--- src/rtl/vga_timing_pkg.sv ---
// Default 640x480 @ 60 Hz timing constants and RRRGGGBB field positions
// shared by the frame scanner and its alignment pipeline.
package vga_timing_pkg;

    localparam int unsigned H_VISIBLE_DEF   = 640;
    localparam int unsigned H_FP_DEF        = 16;
    localparam int unsigned H_SYNC_DEF      = 96;
    localparam int unsigned H_BP_DEF        = 48;
    localparam int unsigned V_VISIBLE_DEF   = 480;
    localparam int unsigned V_FP_DEF        = 10;
    localparam int unsigned V_SYNC_DEF      = 2;
    localparam int unsigned V_BP_DEF        = 33;
    localparam int unsigned MAP_LATENCY_DEF = 1;

    localparam int unsigned H_TOTAL_DEF = H_VISIBLE_DEF + H_FP_DEF + H_SYNC_DEF + H_BP_DEF;
    localparam int unsigned V_TOTAL_DEF = V_VISIBLE_DEF + V_FP_DEF + V_SYNC_DEF + V_BP_DEF;

    localparam int unsigned HS_START_DEF = H_VISIBLE_DEF + H_FP_DEF;
    localparam int unsigned HS_END_DEF   = HS_START_DEF + H_SYNC_DEF;
    localparam int unsigned VS_START_DEF = V_VISIBLE_DEF + V_FP_DEF;
    localparam int unsigned VS_END_DEF   = VS_START_DEF + V_SYNC_DEF;

    localparam int unsigned R_MSB = 7;
    localparam int unsigned R_LSB = 5;
    localparam int unsigned G_MSB = 4;
    localparam int unsigned G_LSB = 2;
    localparam int unsigned B_MSB = 1;
    localparam int unsigned B_LSB = 0;

    // Bit order of the {active, hs_n, vs_n} bundle in the alignment pipeline.
    localparam int unsigned CTRL_ACTIVE = 2;
    localparam int unsigned CTRL_HS_N   = 1;
    localparam int unsigned CTRL_VS_N   = 0;
    localparam logic [2:0]  CTRL_RESET  = 3'b011;

endpackage

--- src/rtl/sync_delay_line.sv ---
// Fixed-depth shift register; every stage resets to RESET_VALUE so the
// delayed controls read as idle while the pipeline refills after reset.
module sync_delay_line #(
    parameter int unsigned     DEPTH       = 1,
    parameter int unsigned     WIDTH       = 1,
    parameter logic [WIDTH-1:0] RESET_VALUE = '0
) (
    input  logic             clk,
    input  logic             rst_n,
    input  logic [WIDTH-1:0] d,
    output logic [WIDTH-1:0] q
);

    logic [WIDTH-1:0] stage [DEPTH];

    always_ff @(posedge clk or negedge rst_n) begin
        if (!rst_n) begin
            for (int i = 0; i < DEPTH; i++) begin
                stage[i] <= RESET_VALUE;
            end
        end else begin
            stage[0] <= d;
            for (int i = 1; i < DEPTH; i++) begin
                stage[i] <= stage[i-1];
            end
        end
    end

    assign q = stage[DEPTH-1];

endmodule

--- src/rtl/vga_frame_scanner.sv ---
// VGA pixel-timing master: scan counters, map coordinates, latency-aligned
// sync/blanking and the registered RRRGGGBB pins plus a per-frame tick.
module vga_frame_scanner
    import vga_timing_pkg::*;
#(
    parameter int unsigned H_VISIBLE   = H_VISIBLE_DEF,
    parameter int unsigned H_FP        = H_FP_DEF,
    parameter int unsigned H_SYNC      = H_SYNC_DEF,
    parameter int unsigned H_BP        = H_BP_DEF,
    parameter int unsigned V_VISIBLE   = V_VISIBLE_DEF,
    parameter int unsigned V_FP        = V_FP_DEF,
    parameter int unsigned V_SYNC      = V_SYNC_DEF,
    parameter int unsigned V_BP        = V_BP_DEF,
    parameter int unsigned MAP_LATENCY = MAP_LATENCY_DEF
) (
    input  logic       clk_vga,
    input  logic       rst_n,
    input  logic [7:0] mapData,
    output logic [9:0] CurrentX,
    output logic [8:0] CurrentY,
    output logic       hsync,
    output logic       vsync,
    output logic       video_on,
    output logic [2:0] vga_r,
    output logic [2:0] vga_g,
    output logic [1:0] vga_b,
    output logic       frame_start
);

    localparam int unsigned H_TOTAL  = H_VISIBLE + H_FP + H_SYNC + H_BP;
    localparam int unsigned V_TOTAL  = V_VISIBLE + V_FP + V_SYNC + V_BP;
    localparam int unsigned HS_START = H_VISIBLE + H_FP;
    localparam int unsigned HS_END   = HS_START + H_SYNC;
    localparam int unsigned VS_START = V_VISIBLE + V_FP;
    localparam int unsigned VS_END   = VS_START + V_SYNC;

    logic [9:0] h_cnt, v_cnt;
    logic       h_last, v_last;
    logic       h_act, v_act;
    logic [2:0] ctrl_raw, ctrl_dly;
    logic [7:0] rgb;

    assign h_last = (h_cnt == 10'(H_TOTAL - 1));
    assign v_last = (v_cnt == 10'(V_TOTAL - 1));

    always_ff @(posedge clk_vga or negedge rst_n) begin
        if (!rst_n) begin
            h_cnt <= '0;
            v_cnt <= '0;
        end else begin
            h_cnt <= h_last ? '0 : h_cnt + 10'd1;
            if (h_last) begin
                v_cnt <= v_last ? '0 : v_cnt + 10'd1;
            end
        end
    end

    assign h_act = (h_cnt < 10'(H_VISIBLE));
    assign v_act = (v_cnt < 10'(V_VISIBLE));

    assign CurrentX = h_act ? h_cnt : '0;
    assign CurrentY = v_act ? v_cnt[8:0] : '0;

    always_comb begin
        ctrl_raw              = CTRL_RESET;
        ctrl_raw[CTRL_ACTIVE] = h_act && v_act;
        ctrl_raw[CTRL_HS_N]   = !((h_cnt >= 10'(HS_START)) && (h_cnt < 10'(HS_END)));
        ctrl_raw[CTRL_VS_N]   = !((v_cnt >= 10'(VS_START)) && (v_cnt < 10'(VS_END)));
    end

    sync_delay_line #(
        .DEPTH       (MAP_LATENCY),
        .WIDTH       (3),
        .RESET_VALUE (CTRL_RESET)
    ) u_ctrl_delay (
        .clk   (clk_vga),
        .rst_n (rst_n),
        .d     (ctrl_raw),
        .q     (ctrl_dly)
    );

    // Final register lines the delayed controls up with the map's colour.
    always_ff @(posedge clk_vga or negedge rst_n) begin
        if (!rst_n) begin
            hsync       <= 1'b1;
            vsync       <= 1'b1;
            video_on    <= 1'b0;
            rgb         <= '0;
            frame_start <= 1'b0;
        end else begin
            hsync       <= ctrl_dly[CTRL_HS_N];
            vsync       <= ctrl_dly[CTRL_VS_N];
            video_on    <= ctrl_dly[CTRL_ACTIVE];
            rgb         <= ctrl_dly[CTRL_ACTIVE] ? mapData : 8'h00;
            frame_start <= h_last && v_last;
        end
    end

    assign vga_r = rgb[R_MSB:R_LSB];
    assign vga_g = rgb[G_MSB:G_LSB];
    assign vga_b = rgb[B_MSB:B_LSB];

endmodule

--- config.mk ---
export PLATFORM = sky130hd
export DESIGN_NAME = vga_frame_scanner
export DESIGN_NICKNAME = d
export VERILOG_FILES = /design/src/rtl/vga_timing_pkg.sv /design/src/rtl/sync_delay_line.sv /design/src/rtl/vga_frame_scanner.sv
export SDC_FILE = /design/constraint.sdc
export NUM_CORES = 1
export LEC_CHECK = 0
export BUFFER_PORTS_ARGS = -buffer_cell sky130_fd_sc_hd__buf_2
export CAP_MARGIN = 0
export CELL_PAD_IN_SITES_DETAIL_PLACEMENT = 1
export CELL_PAD_IN_SITES_GLOBAL_PLACEMENT = 1
export CORE_MARGIN = 2
export CORE_UTILIZATION = 45
export CTS_BUF_LIST = sky130_fd_sc_hd__clkbuf_2 sky130_fd_sc_hd__clkbuf_4 sky130_fd_sc_hd__clkbuf_8
export CTS_CLUSTER_DIAMETER = 40
export DETAILED_ROUTE_END_ITERATION = 8
export PLACE_DENSITY = 0.87
export SYNTH_ARGS = -nofsm -noshare
export SYNTH_HDL_FRONTEND = slang
export SYNTH_SLANG_ARGS = --single-unit
--- constraint.sdc ---
create_clock -name clk_vga -period 5.4 [get_ports clk_vga]
set_input_delay 0.81 -clock clk_vga [delete_from_list [all_inputs] [get_ports clk_vga]]
set_output_delay 0.81 -clock clk_vga [all_outputs]
set_load 0.05 [all_outputs]
Word level (Yosys, flattened, before mapping):

Index checks and enable logic that the tools add are counted.

* logic and storage cells: 29
* register bits: 35
* input port bits: 10

* equality and inequality tests: 2
* add/sub/neg operators: 2
* muxes and demuxes: 5
* reductions and logical operators: 6
* $lt $le $gt $ge: 6

Operators with widths (number)
* 2-to-1 mux 10 bit: 3
* adder 10 x 1 -> 10 bit, second input constant: 2
* equality test 10 bit, second input constant: 2
* less-than comparator 10 bit, second input constant: 2
* less-than comparator 10 x 9 -> 1 bit, second input constant: 2
* greater-or-equal comparator 10 bit, second input constant: 1
* greater-or-equal comparator 10 x 9 -> 1 bit, second input constant: 1
* 2-to-1 mux 9 bit: 1
* 2-to-1 mux 8 bit: 1
* logical AND 1 bit: 4
* zero test 1 bit: 2

Depth between registers and ports, before layout:

Gate-level depths: netlist (run 1).

* depth after elaboration: 3
* depth in mapped cells: 6
* gate-level depth less buffers: 6

By module:

Synthesis (run 1) repeated with hierarchy kept, for this count alone.

* cell total of the unflattened synthesis: 149
* area, all modules: 1621.6 um^2

Modules (own cells, without submodules)
* vga_frame_scanner: area an instance 1544.0 um^2, instances 1, cells an instance 146
* sync_delay_line: area an instance 77.6 um^2, instances 1, cells an instance 3

Least setup slack after synthesis (run 1):

No wires, ideal clock.

* path kind: register -> output
* start point: register v_cnt[5]
* end point: output port CurrentY[0]
* buffers on the path: 1
* arrival time: 1820 ps
* setup slack: 2770 ps
* required time: 4590 ps
* stages on the path, launching flop included: 4
* cells stage by stage: dfrtp_1 > and4_1 > clkbuf_1 > nor3_1

* longest elaborated chain between the ends: 2

Ends and longest elaborated chain
* start: declaration: line vga_frame_scanner.sv:37 `logic [9:0] h_cnt, v_cnt;`
* start signal: assignment: line vga_frame_scanner.sv:53 `v_cnt <= v_last ? '0 : v_cnt + 10'd1;`
* less-than comparator 10 x 9 -> 1 bit: line vga_frame_scanner.sv:59 `assign v_act = (v_cnt < 10'(V_VISIBLE));`
* 2-to-1 mux 9 bit: line vga_frame_scanner.sv:62 `assign CurrentY = v_act ? v_cnt[8:0] : '0;`
* end: declaration: line vga_frame_scanner.sv:20 `output logic [8:0] CurrentY,`

Every way passes these cells.

Final worst setup path (run 1):

* start point: register h_cnt[8]
* end point: output port CurrentX[3]

* longest elaborated chain between the ends: 2

Ends and longest elaborated chain
* start: declaration: line vga_frame_scanner.sv:37
* start signal: assignment: line vga_frame_scanner.sv:51 `h_cnt <= h_last ? '0 : h_cnt + 10'd1;`
* less-than comparator 10 bit: line vga_frame_scanner.sv:58 `assign h_act = (h_cnt < 10'(H_VISIBLE));`
* 2-to-1 mux 10 bit: line vga_frame_scanner.sv:61 `assign CurrentX = h_act ? h_cnt : '0;`
* end: declaration: line vga_frame_scanner.sv:19 `output logic [9:0] CurrentX,`

Every way passes these cells.

==> results by group, run 1 <==
Worst setup path
  • Cells along the critical path: o21ai_0 -> and2_1 -> buf_2
  • CP Max Fanout: 8
  • CP Capture Type: output pin
  • Critical path class: reg2out
  • Crit path launch type: flip-flop
  • Critical path's slowest cell: o21ai_0
  • R2R depth: 4
  • Bufs and invs on worst path: 1
  • CP required: 4590 ps
  • Max stage delay on crit path: 660 ps
  • Worst path top cell family by delay: compound AO/OA/AOI/OAI gates
  • Crit path DAT: 1970 ps
  • Stages on the worst setup path: 3

CTS
  • CTS tree: yes
  • Max clock buf depth: 2
  • CTS Buf Count: 5
  • H-tree levels: 2
  • # hold bufs at CTS: 0
  • Reg clk slew, reported paths: approximately 110 ps
  • Worst-Skew Late Latency: 340 ps
  • Post-cts resize count: 0
  • Post-CTS Setup Bufs: 0
  • CTS Sinks: 35
  • Clock Root Buffer: clkbuf_4

Power and ir drop
  • Power density over the cells: 230 nW/um2
  • Peak VDD IR: 0.0000919 V
  • Lkg Pwr: 0.900 nW

Die
  • Total core area: between 3000 and 4000 um2
  • Die width: 63.7 um
  • Initial Util: 47.4%
  • Die Span Y: ~64 um
  • Die ar.: 4060 um2
  • Ports: 41
  • Rows: 21

Hold path
  • Hold Path Class: reg2reg
  • Worst hold stages: 0

Status
  • Outcome: finished, final reports clean

Detailed routing
  • Routed vias/inst: around 5.3
  • Drt total wl: 3.63 mm
  • 1st-pass router iterations: 4
  • Wirelength per Cell: 15.0 um
  • Via count: roughly 1300
  • Initial DRC Count: between 40 and 50
  • Drt drc: 0
  • Post-route ant nets: 0

Synthesis
  • Yosys reg bits: 35
  • Synth warnings: 0
  • Syn nets: 167
  • Syn Area/Cell: 10.5 um2
  • Area leader, netlist: dfrtp_1
  • Syn Inst Count: 153
  • Netlist cell types: 31
  • Netlist Area Pre-Place: 1610 um2
  • Area fraction of the dominant cell type after synthesis: 48.3%
  • Top post-synthesis cells by area: dfrtp_1 48%, and2_1 8.6%, dfstp_2 6.5%, ha_1 3.1%, nand4_1 2.7%
  • Seq/Total Area, Yosys: 54.9%

Placement
  • Dpl ws: just under 3000 ps
  • HPWL Detailed: about 2.7 mm
  • Global placer's final weighted congestion: between 0.8 and 0.9
  • Port Buffer Count: 40

Timing
  • Setup ws final: 2620 ps
  • Slew @ Worst Pin: 777 ps
  • Setup TNS: 0 ps
  • Clock period minus worst slack: ~2800 ps
  • RSZ-0062 raised after global routing: no
  • Clock skew: 19.5 ps
  • Slew Limit Fails: 0
  • Fin Hold WS: 361 ps
  • Final setup violation count: 0
  • Fmax: around 0.36 GHz
  • Final period util: 51.4%
  • Final hold violations: 0
  • Slew headroom: a little under half

Layout
  • Area delta synth->final: 18.0%
  • Ant. Diodes: 0
  • Final #Nets: 210
  • Filler instances: 401
  • Share of cells above drive strength 1: 27.6%
  • Final core utilization: 55.9%

Run
  • Total of max-cap violations: 0

Global route
  • Vias in the first global route: ~1400
  • Antenna violations before repair: 0
  • Tot GR Track Use: 20.2%
  • Total grt overflow: 0
  • First-pass GRT wire length: between 6 and 7 mm
  • Largest net degree at the start of global routing: 36
-- synth_stat cells --
cell      number
buf_6          1
or3_1          3
nor3b_1        2
dfstp_2        4
nor2_1         8
or4_1          1
dfrtp_1       31
a21oi_1        3
ha_1           4
clkbuf_1       1
or2_2          1
buf_2          2
nor2b_1        1
o21bai_1       1
nand4_1        7
xnor2_1        5
and4_1         2
or4b_4         1
mux2i_1        1
a22oi_1        1
xor2_1         5
o31ai_1        1
and2_1        22
nand2_1       10
inv_1          9
nand3_1        7
nor3_2         1
o21ai_0        6
and3_1         3
nor4b_1        2
nor3_1         7
-- logic make-up (layout without fill, tap and decap cells) --
logic type               Yosys count  in the layout  share of synthesized area (%)
AO/OA/AOI/OAI                     12             12                           4.21
buffers and inverters             13             56                           3.66
XOR/XNOR                          10             10                           5.46
AND/OR/NAND/NOR                   78             78                           28.1
multiplexers                       1              1                          0.624
flip-flops                        35             35                           54.9
adder cells (fa/ha/maj)            4              4                           3.12
-- state kept, by name (all words and copies together), names as in the netlist --
signal	flops
hsync	1
h_cnt	10
frame_start	1
rgb	8
video_on	1
v_cnt	10
vsync	1
u_ctrl_delay.q	3
-- power by group --
part	switching, W	internal [W]	leakage, nW
logic	0.0000186	0.00000585	0.434
registers	0.000000685	0.000265	0.432
clock network	0.0000848	0.0000603	0.0341
-- cell usage in the layout (no fill, tap or decap), drive strengths merged --
cell type,synthesis,routed
buf,3,40
dfrtp,31,31
and2,22,22
nand2,10,10
inv,9,9
nor2,8,8
nor3,8,8
nand3,7,7
nand4,7,7
o21ai,6,6
clkbuf,1,6
xnor2,5,5
xor2,5,5
ha,4,4
dfstp,4,4
and3,3,3
or3,3,3
a21oi,3,3
and4,2,2
nor3b,2,2
nor4b,2,2
nor2b,1,1
or4b,1,1
or2,1,1
a22oi,1,1
o31ai,1,1
o21bai,1,1
mux2i,1,1
or4,1,1
clkinv,0,1
-- layer usage --
layer	vias to the layer above	GRT usage (%)	routed length (um)
met2	44	35.5	1860
met3	7	4.46	194
met5	-	0	0
met1	626	24.0	1520
met4	0	7.34	65
li1	604	-	-
-- per-stage QoR --
step,power [W],area (um2),cells
6_report,0.000435,1890,242
5_1_grt,0.000448,1890,242
4_1_cts,0.000440,1890,242
3_5_place_dp,0.000296,1840,235
3_3_place_gp,0.000295,1840,235
2_1_floorplan,0.000284,1610,153
-- final cells by class --
| class | instances | area (um2) | area share [%] |
|---|---|---|---|
| flip-flops and latches | 35 | 881 | 46.5 |
| multi-input cells | 105 | 666 | 35.1 |
| repair buffers | 40 | 200 | 10.6 |
| well taps | 46 | 57.6 | 3.04 |
| clock buffers | 6 | 51.3 | 2.71 |
| inverters | 9 | 33.8 | 1.78 |
| clock inverters | 1 | 5.00 | 0.264 |
-- final timing paths --
path / end / start / slack (ps)
max in group asynchronous: u_ctrl_delay.q[2] / rst_n / 4380
min in group asynchronous: v_cnt[7] / rst_n / 530
worst max-delay path: CurrentX[3] / h_cnt[8] / 2620
worst max register to register: v_cnt[9] / h_cnt[7] / 3260
worst min-delay path: hsync / u_ctrl_delay.q[1] / 360
worst min register to register: hsync / u_ctrl_delay.q[1] / 360
Note: power is estimated with default switching activity, not from simulation.
==> run 2, diff against run 1 <==
- ABC_AREA: unset -> 1
- CORE_UTILIZATION: 45 -> 40
- PLACE_DENSITY: 0.87 -> 0.81
- clock period: 5.4 -> 2.9 ns (I/O delays scaled with it)
==> run 2 against run 1 <==
Compared with the run above:
- sequential share of layout area fell by 5.2 points
- combinational power is 91% higher
- via count is 24% higher
- critical path depth grew 3
- synthesized area grew 11%
- design area grew 13%
- sequential power is 86% higher
- power increased by 110%
- flip-flop and latch count unchanged
- clock-buffer cell count increased by 1
- register-to-register slack worse by 2000 ps
- highest routed layer unchanged
==> results by group, run 2 <==
Status
  • Outcome: finished, final reports clean

Timing
  • Setup TNS: 0 ps (unchanged)
  • Clock skew: 5.29 ps (-14.2 ps)
  • Slew @ Worst Pin: 793 ps (+15.5 ps)
  • Slew headroom: 47.1% (-0.48 points)
  • Final period util: between 70% and 80%
  • RSZ-0062 raised after global routing: no
  • Slew Limit Fails: 0 (unchanged)
  • Final hold violations: 0 (unchanged)
  • Fmax: 0.446 GHz
  • Setup ws final: 657 ps (-1970 ps)
  • Clock period minus worst slack: 2240 ps
  • Final setup violation count: 0 (unchanged)

CTS
  • CTS Buf Count: 5 (unchanged)
  • H-tree levels: 2 (unchanged)
  • CTS Sinks: 35 (unchanged)
  • Clock Root Buffer: clkbuf_8
  • Reg clk slew, reported paths: 70 ps (-40 ps)
  • CTS tree: yes
  • Post-cts resize count: 0 (unchanged)
  • # hold bufs at CTS: 0 (unchanged)
  • Max clock buf depth: 2 (unchanged)
  • Worst-Skew Late Latency: 290 ps (-50 ps)
  • Post-CTS Setup Bufs: 0 (unchanged)

Die
  • Die ar.: 5020 um2 (+24%)
  • Initial Util: 41.4% (-6.0 points)
  • Die Span Y: 70.9 um (+11%)
  • Rows: 24 (+14%)
  • Ports: 41 (unchanged)
  • Die width: 70.9 um (+11%)
  • Total core area: 4320 um2 (+28%)

Global route
  • First-pass GRT wire length: 7.58 mm (+18%)
  • Vias in the first global route: 1613 (+19%)
  • Tot GR Track Use: 19.3% (-0.84 points)
  • Largest net degree at the start of global routing: 36 (unchanged)
  • Total grt overflow: 0 (unchanged)
  • Antenna violations before repair: 0 (unchanged)

Placement
  • Placed instance count: 314 (+34%)
  • Dpl ws: 947 ps (-2020 ps)
  • Port Buffer Count: 40 (unchanged)
  • Dpl cell area: 2040 um2 (+11%)
  • HPWL Detailed: 3.35 mm (+25%)
  • Global placer's final weighted congestion: 0.810 (-2.4%)

Synthesis
  • Post-synth EDFFs: 0 (unchanged)
  • Top-count cell post-synth: inv_1
  • Netlist cell types: 23 (-26%)
  • Area leader, netlist: dfrtp_1
  • Asr flop ratio synth: 100% (unchanged)
  • Top post-synthesis cells by area: dfrtp_1 43%, inv_1 10%, nand2_1 9.7%, nor2_1 6.1%, dfstp_2 5.9%
  • Area fraction of the dominant cell type after synthesis: 43.4% (-5.0 points)
  • Yosys reg bits: 35 (unchanged)
  • Synth warnings: 0 (unchanged)
  • Ys flop type: dfrtp_1
  • Syn nets: 238 (+43%)
  • Seq/Total Area, Yosys: 49.2% (-5.6 points)
  • Top cells by count, synth: 49 x inv_1, 46 x nand2_1, 31 x dfrtp_1, 29 x nor2_1, 13 x nand3_1
  • Syn Inst Count: 224 (+46%)
  • Netlist Area Pre-Place: 1790 um2 (+11%)
  • Syn Area/Cell: 7.99 um2 (-24%)

Layout
  • Largest regs: h_cnt x10, v_cnt x10, rgb x8
  • Finished Cell Area: 2130 um2 (+13%)
  • Commonest non-fill, non-tap cells in the layout: 49 x inv_1, 46 x nand2_1, 40 x buf_2
  • Most common cell after layout, fill and taps aside: inv_1
  • Filler instances: 568 (+42%)
  • Share of cells above drive strength 1: 22.6% (-5.0 points)
  • Area delta synth->final: 19.3%
  • Ant. Diodes: 0 (unchanged)
  • Final cell count without fillers: 322 (+33%)
  • Final #Nets: 283 (+35%)

Power and ir drop
  • Power density over the cells: 430 nW/um2 (+87%)
  • Lkg Pwr: 1.26 nW (+40%)
  • Peak VDD IR: 0.000327 V (+260%)

Detailed routing
  • 1st-pass router iterations: 4 (unchanged)
  • Wirelength per Cell: 13.9 um (-7.3%)
  • Routed vias/inst: 4.95 (-6.5%)
  • Drt drc: 0 (unchanged)
  • Drt total wl: 4.48 mm (+23%)
  • Post-route ant nets: 0 (unchanged)
  • Initial DRC Count: 101 (+110%)
  • Via count: 1593 (+24%)

Worst setup path
  • Crit path launch type: flip-flop
  • CP required: 2470 ps (-2120 ps)
  • Crit path DAT: 1810 ps (-160 ps)
  • Reg2Reg Setup Slack: 1280 ps (-1980 ps)
  • CP Capture Type: output pin
  • Critical path class: reg2out
  • CP Max Fanout: 9 (+1)

Run
  • Total of max-cap violations: 0 (unchanged)

Hold path
  • Hold Path Class: in2async
run 2: report_power, final:
part	switching, W	leakage, nW	internal [W]
sequential	0.00000112	0.432	0.000494
clock	0.000176	0.0517	0.000201
combinational	0.0000367	0.774	0.0000100
total	0.000214	1.26	0.000705
run 2: kinds of logic after synthesis:
group / Yosys count / synth area share, %
and+or+nand+nor: 111 / 29.2
DFF: 35 / 49.2
buffers and inverters: 52 / 11.3
adders and majority gates: 4 / 2.80
AOI/OAI and AO/OA: 17 / 4.96
xor gates and xnor gates: 5 / 2.45
run 2: final timing paths:
check / startpoint / to / cells past startpoint
worst max-delay path: h_cnt[8] / CurrentX[9] / 6
worst min-delay path: rst_n / rgb[5] / 1
worst max register to register: h_cnt[0] / v_cnt[5] / 8
worst min register to register: u_ctrl_delay.q[1] / hsync / 0
max in group asynchronous: rst_n / v_cnt[7] / 1
min in group clk_vga: mapData[3] / rgb[3] / 3
run 2: metrics by stage:
step	total power [W]	utilization (%)	hold WS [ps]
2_1_floorplan	0.000529	-	139
3_3_place_gp	0.000551	47.2	345
3_5_place_dp	0.000552	47.2	347
4_1_cts	0.000930	49.4	247
5_1_grt	0.000960	49.4	262
6_report	0.000919	49.4	224
run 2: critical path, cell delays in order (launching register included):
cell,delay (ps)
dfrtp_1,440
nand2_2,190
inv_1,70
nor2_2,330
inv_1,110
nor2_1,110
buf_2,270
run 2: cell type report:
type                       count  area [um2]  area share, %
clock buffer                   7        90.1           4.22
inverter                      50         188           8.79
tap                           52        65.1           3.05
sequential                    35         881           41.3
clock inverter                 1        5.00          0.234
timing repair buffer          40         200           9.38
multi-input combinational    137         706           33.1
run 2: per-layer routing:
metal / track usage (%) / part of all wire (%) / up-vias
li1: - / - / 771
met1: 23.2 / 43 / 781
met2: 34.7 / 52 / 35
met3: 4.70 / 3.9 / 6
met4: 5.03 / 1.1 / 0
met5: 0 / 0 / -
==> run 3, diff against run 2 <==
- CORE_UTILIZATION: 40 -> 36
- PLACE_DENSITY: 0.81 -> 0.77
- clock period: 2.9 -> 2 ns (I/O delays scaled with it)
==> run 3 against run 2 <==
Compared with the run above:
- combinational power is 44% higher
- die area up 10%
- critical path depth unchanged
- sequential power up 45%
- flip-flop and latch count unchanged
- core utilization decreased by 3.3 points
- via count is 1.9% lower
- power increased by 42%
- sequential share of layout area fell by 1.1 points
- critical path type unchanged
- largest power group unchanged
==> results by group, run 3 (synthesis results as in run 2) <==
CTS
  • Worst-Skew Late Latency: 290 ps (about the same)
  • Max clock buf depth: 2 (unchanged)
  • CTS Buf Count: 5 (unchanged)
  • Clock Root Buffer: clkbuf_8
  • Reg clk slew, reported paths: 80 ps (about the same)
  • Post-CTS Setup Bufs: 0 (unchanged)
  • # hold bufs at CTS: 0 (unchanged)
  • H-tree levels: 2 (unchanged)
  • CTS Sinks: 35 (unchanged)
  • CTS tree: yes

Timing
  • Slew headroom: 48.8% (+1.7 points)
  • Fmax: 0.534 GHz
  • Setup TNS: 0 ps (unchanged)
  • Slew Limit Fails: 0 (unchanged)
  • RSZ-0062 raised after global routing: no
  • Final hold violations: 0 (unchanged)
  • Clock skew: 5.31 ps (+0.0230 ps)
  • Final setup violation count: 0 (unchanged)
  • Clock period minus worst slack: 1870 ps
  • Slew @ Worst Pin: 768 ps (-25.1 ps)
  • Final period util: a little over nine tenths

Global route
  • Total grt overflow: 0 (unchanged)
  • First-pass GRT wire length: 7.40 mm (-2.4%)
  • Largest net degree at the start of global routing: 36 (unchanged)
  • Tot GR Track Use: 17.8% (-1.5 points)
  • Vias in the first global route: 1560 (-3.3%)
  • Antenna violations before repair: 0 (unchanged)

Layout
  • Commonest non-fill, non-tap cells in the layout: 49 x inv_1, 46 x nand2_1, 39 x buf_2
  • Most common cell after layout, fill and taps aside: inv_1
  • Filler instances: 614 (+8.1%)
  • Area delta synth->final: 22.5%
  • Share of cells above drive strength 1: 23.8% (+1.2 points)
  • Final #Nets: 286 (+1.1%)
  • Final cell count without fillers: 340 (+5.6%)
  • Ant. Diodes: 0 (unchanged)
  • Largest regs: h_cnt x10, v_cnt x10, rgb x8

Power and ir drop
  • Combinational share of power: 5.2% (about the same)
  • Peak VDD IR: 0.000376 V (+15%)
  • Flop pwr share: 55.2% (+1.3 points)
  • Power density over the cells: 593 nW/um2 (+38%)
  • Clock power share: 39.7% (-1.4 points)
  • Sw power: 0.000328 W (+53%)
  • Switching Fraction: 25.2% (+2.0 points)
  • Lkg Pwr: 1.28 nW (+1.5%)
  • Internal: 0.000972 W (+38%)

Worst setup path
  • Critical path's slowest cell: dfrtp_1
  • Critical path class: reg2out
  • Crit path DAT: 1570 ps (-240 ps)
  • Bufs and invs on worst path: 3 (unchanged)
  • Worst path top cell family by delay: flip-flops
  • Crit path launch type: flip-flop
  • CP Capture Type: output pin
  • CP required: 1700 ps (-770 ps)
  • Most Frequent Cell on Critical Path: inv_1
  • Stages on the worst setup path: 6 (unchanged)
  • Cells along the critical path: nand2_4 -> inv_1 -> nor2_4 -> inv_1 -> nor2_1 -> clkbuf_4
  • CP Max Fanout: 5 (-4)
  • Max stage delay on crit path: 470 ps (+30 ps)
  • R2R depth: 7 (-1)

Detailed routing
  • Via count: 1562 (-1.9%)
  • Post-route ant nets: 0 (unchanged)
  • 1st-pass router iterations: 4 (unchanged)
  • Drt drc: 0 (unchanged)
  • Drt total wl: 4.34 mm (-3.2%)
  • Wirelength per Cell: 12.8 um (-8.3%)
  • Initial DRC Count: 40 (-60%)
  • Routed vias/inst: 4.59 (-7.1%)

Status
  • Outcome: finished, final reports clean

Die
  • Die ar.: 5550 um2 (+10%)
  • Die width: 74.5 um (+5.1%)
  • Ports: 41 (unchanged)
  • Initial Util: 37.6% (-3.7 points)
  • Die Span Y: 74.5 um (+5.1%)
  • Total core area: 4750 um2 (+10%)
  • Rows: 25 (+4.2%)

Placement
  • HPWL Detailed: 3.24 mm (-3.4%)
  • Port Buffer Count: 40 (unchanged)
  • Placed instance count: 331 (+5.4%)
  • Global placer's final weighted congestion: 0.872 (+7.6%)

Run
  • Total of max-cap violations: 0 (unchanged)

Hold path
  • Hold Path Class: in2async
-- run 3: final timing paths --
kind	slack, ps	start	end
setup / recovery	130	h_cnt[8]	CurrentX[9]
hold / removal	80	rst_n	h_cnt[2]
setup reg to reg	340	v_cnt[0]	v_cnt[4]
hold reg to reg	360	u_ctrl_delay.q[0]	vsync
max in group asynchronous	1430	rst_n	v_cnt[6]
min in group clk_vga	200	mapData[6]	rgb[6]
-- run 3: layer usage --
layer	GRT usage, %	vias up	part of all wire (%)
li1	-	780	-
met1	23.2	751	48
met2	29.5	26	48
met3	4.34	5	3.4
met4	5.36	0	0.69
met5	0	-	0
-- run 3: power by group through the flow --
stage	clock network (W)	logic (W)	registers (W)
after floorplan	0	0.00000582	0.000762
after global placement	0	0.0000683	0.000731
after detailed placement	0	0.0000699	0.000731
after CTS	0.000533	0.0000699	0.000717
after global routing	0.000562	0.0000741	0.000718
final	0.000516	0.0000674	0.000717
-- run 3: timing repair --
action | in CTS | in global routing
gates resized for setup | 1 | 4
pin swaps | 0 | 1
endpoints found under the setup margin | 7 | 9
cloned | 0 | 1
-- run 3: layout make-up --
cell class | instances | area, um2 | share of cell area [%]
Timing Repair Buffer | 42 | 218 | 9.93
Sequential cell | 35 | 881 | 40.2
Inverter | 50 | 188 | 8.56
Clock buffer | 5 | 68.8 | 3.14
Multi-Input combinational cell | 138 | 733 | 33.4
Clock inverter | 3 | 20.0 | 0.913
Tap cell | 67 | 83.8 | 3.82
-- run 3: stage by stage --
step	util (%)	setup WS (ps)	area (um2)	hold WS, ps	power [W]
2_1_floorplan	-	117	1790	4.41	0.000768
3_3_place_gp	43.6	304	2070	346	0.000799
3_5_place_dp	43.6	249	2070	348	0.000801
5_1_grt	46.1	3.19	2190	147	0.00135
6_report	46.1	127	2190	78.8	0.00130
4_1_cts	45.6	5.89	2170	117	0.00132
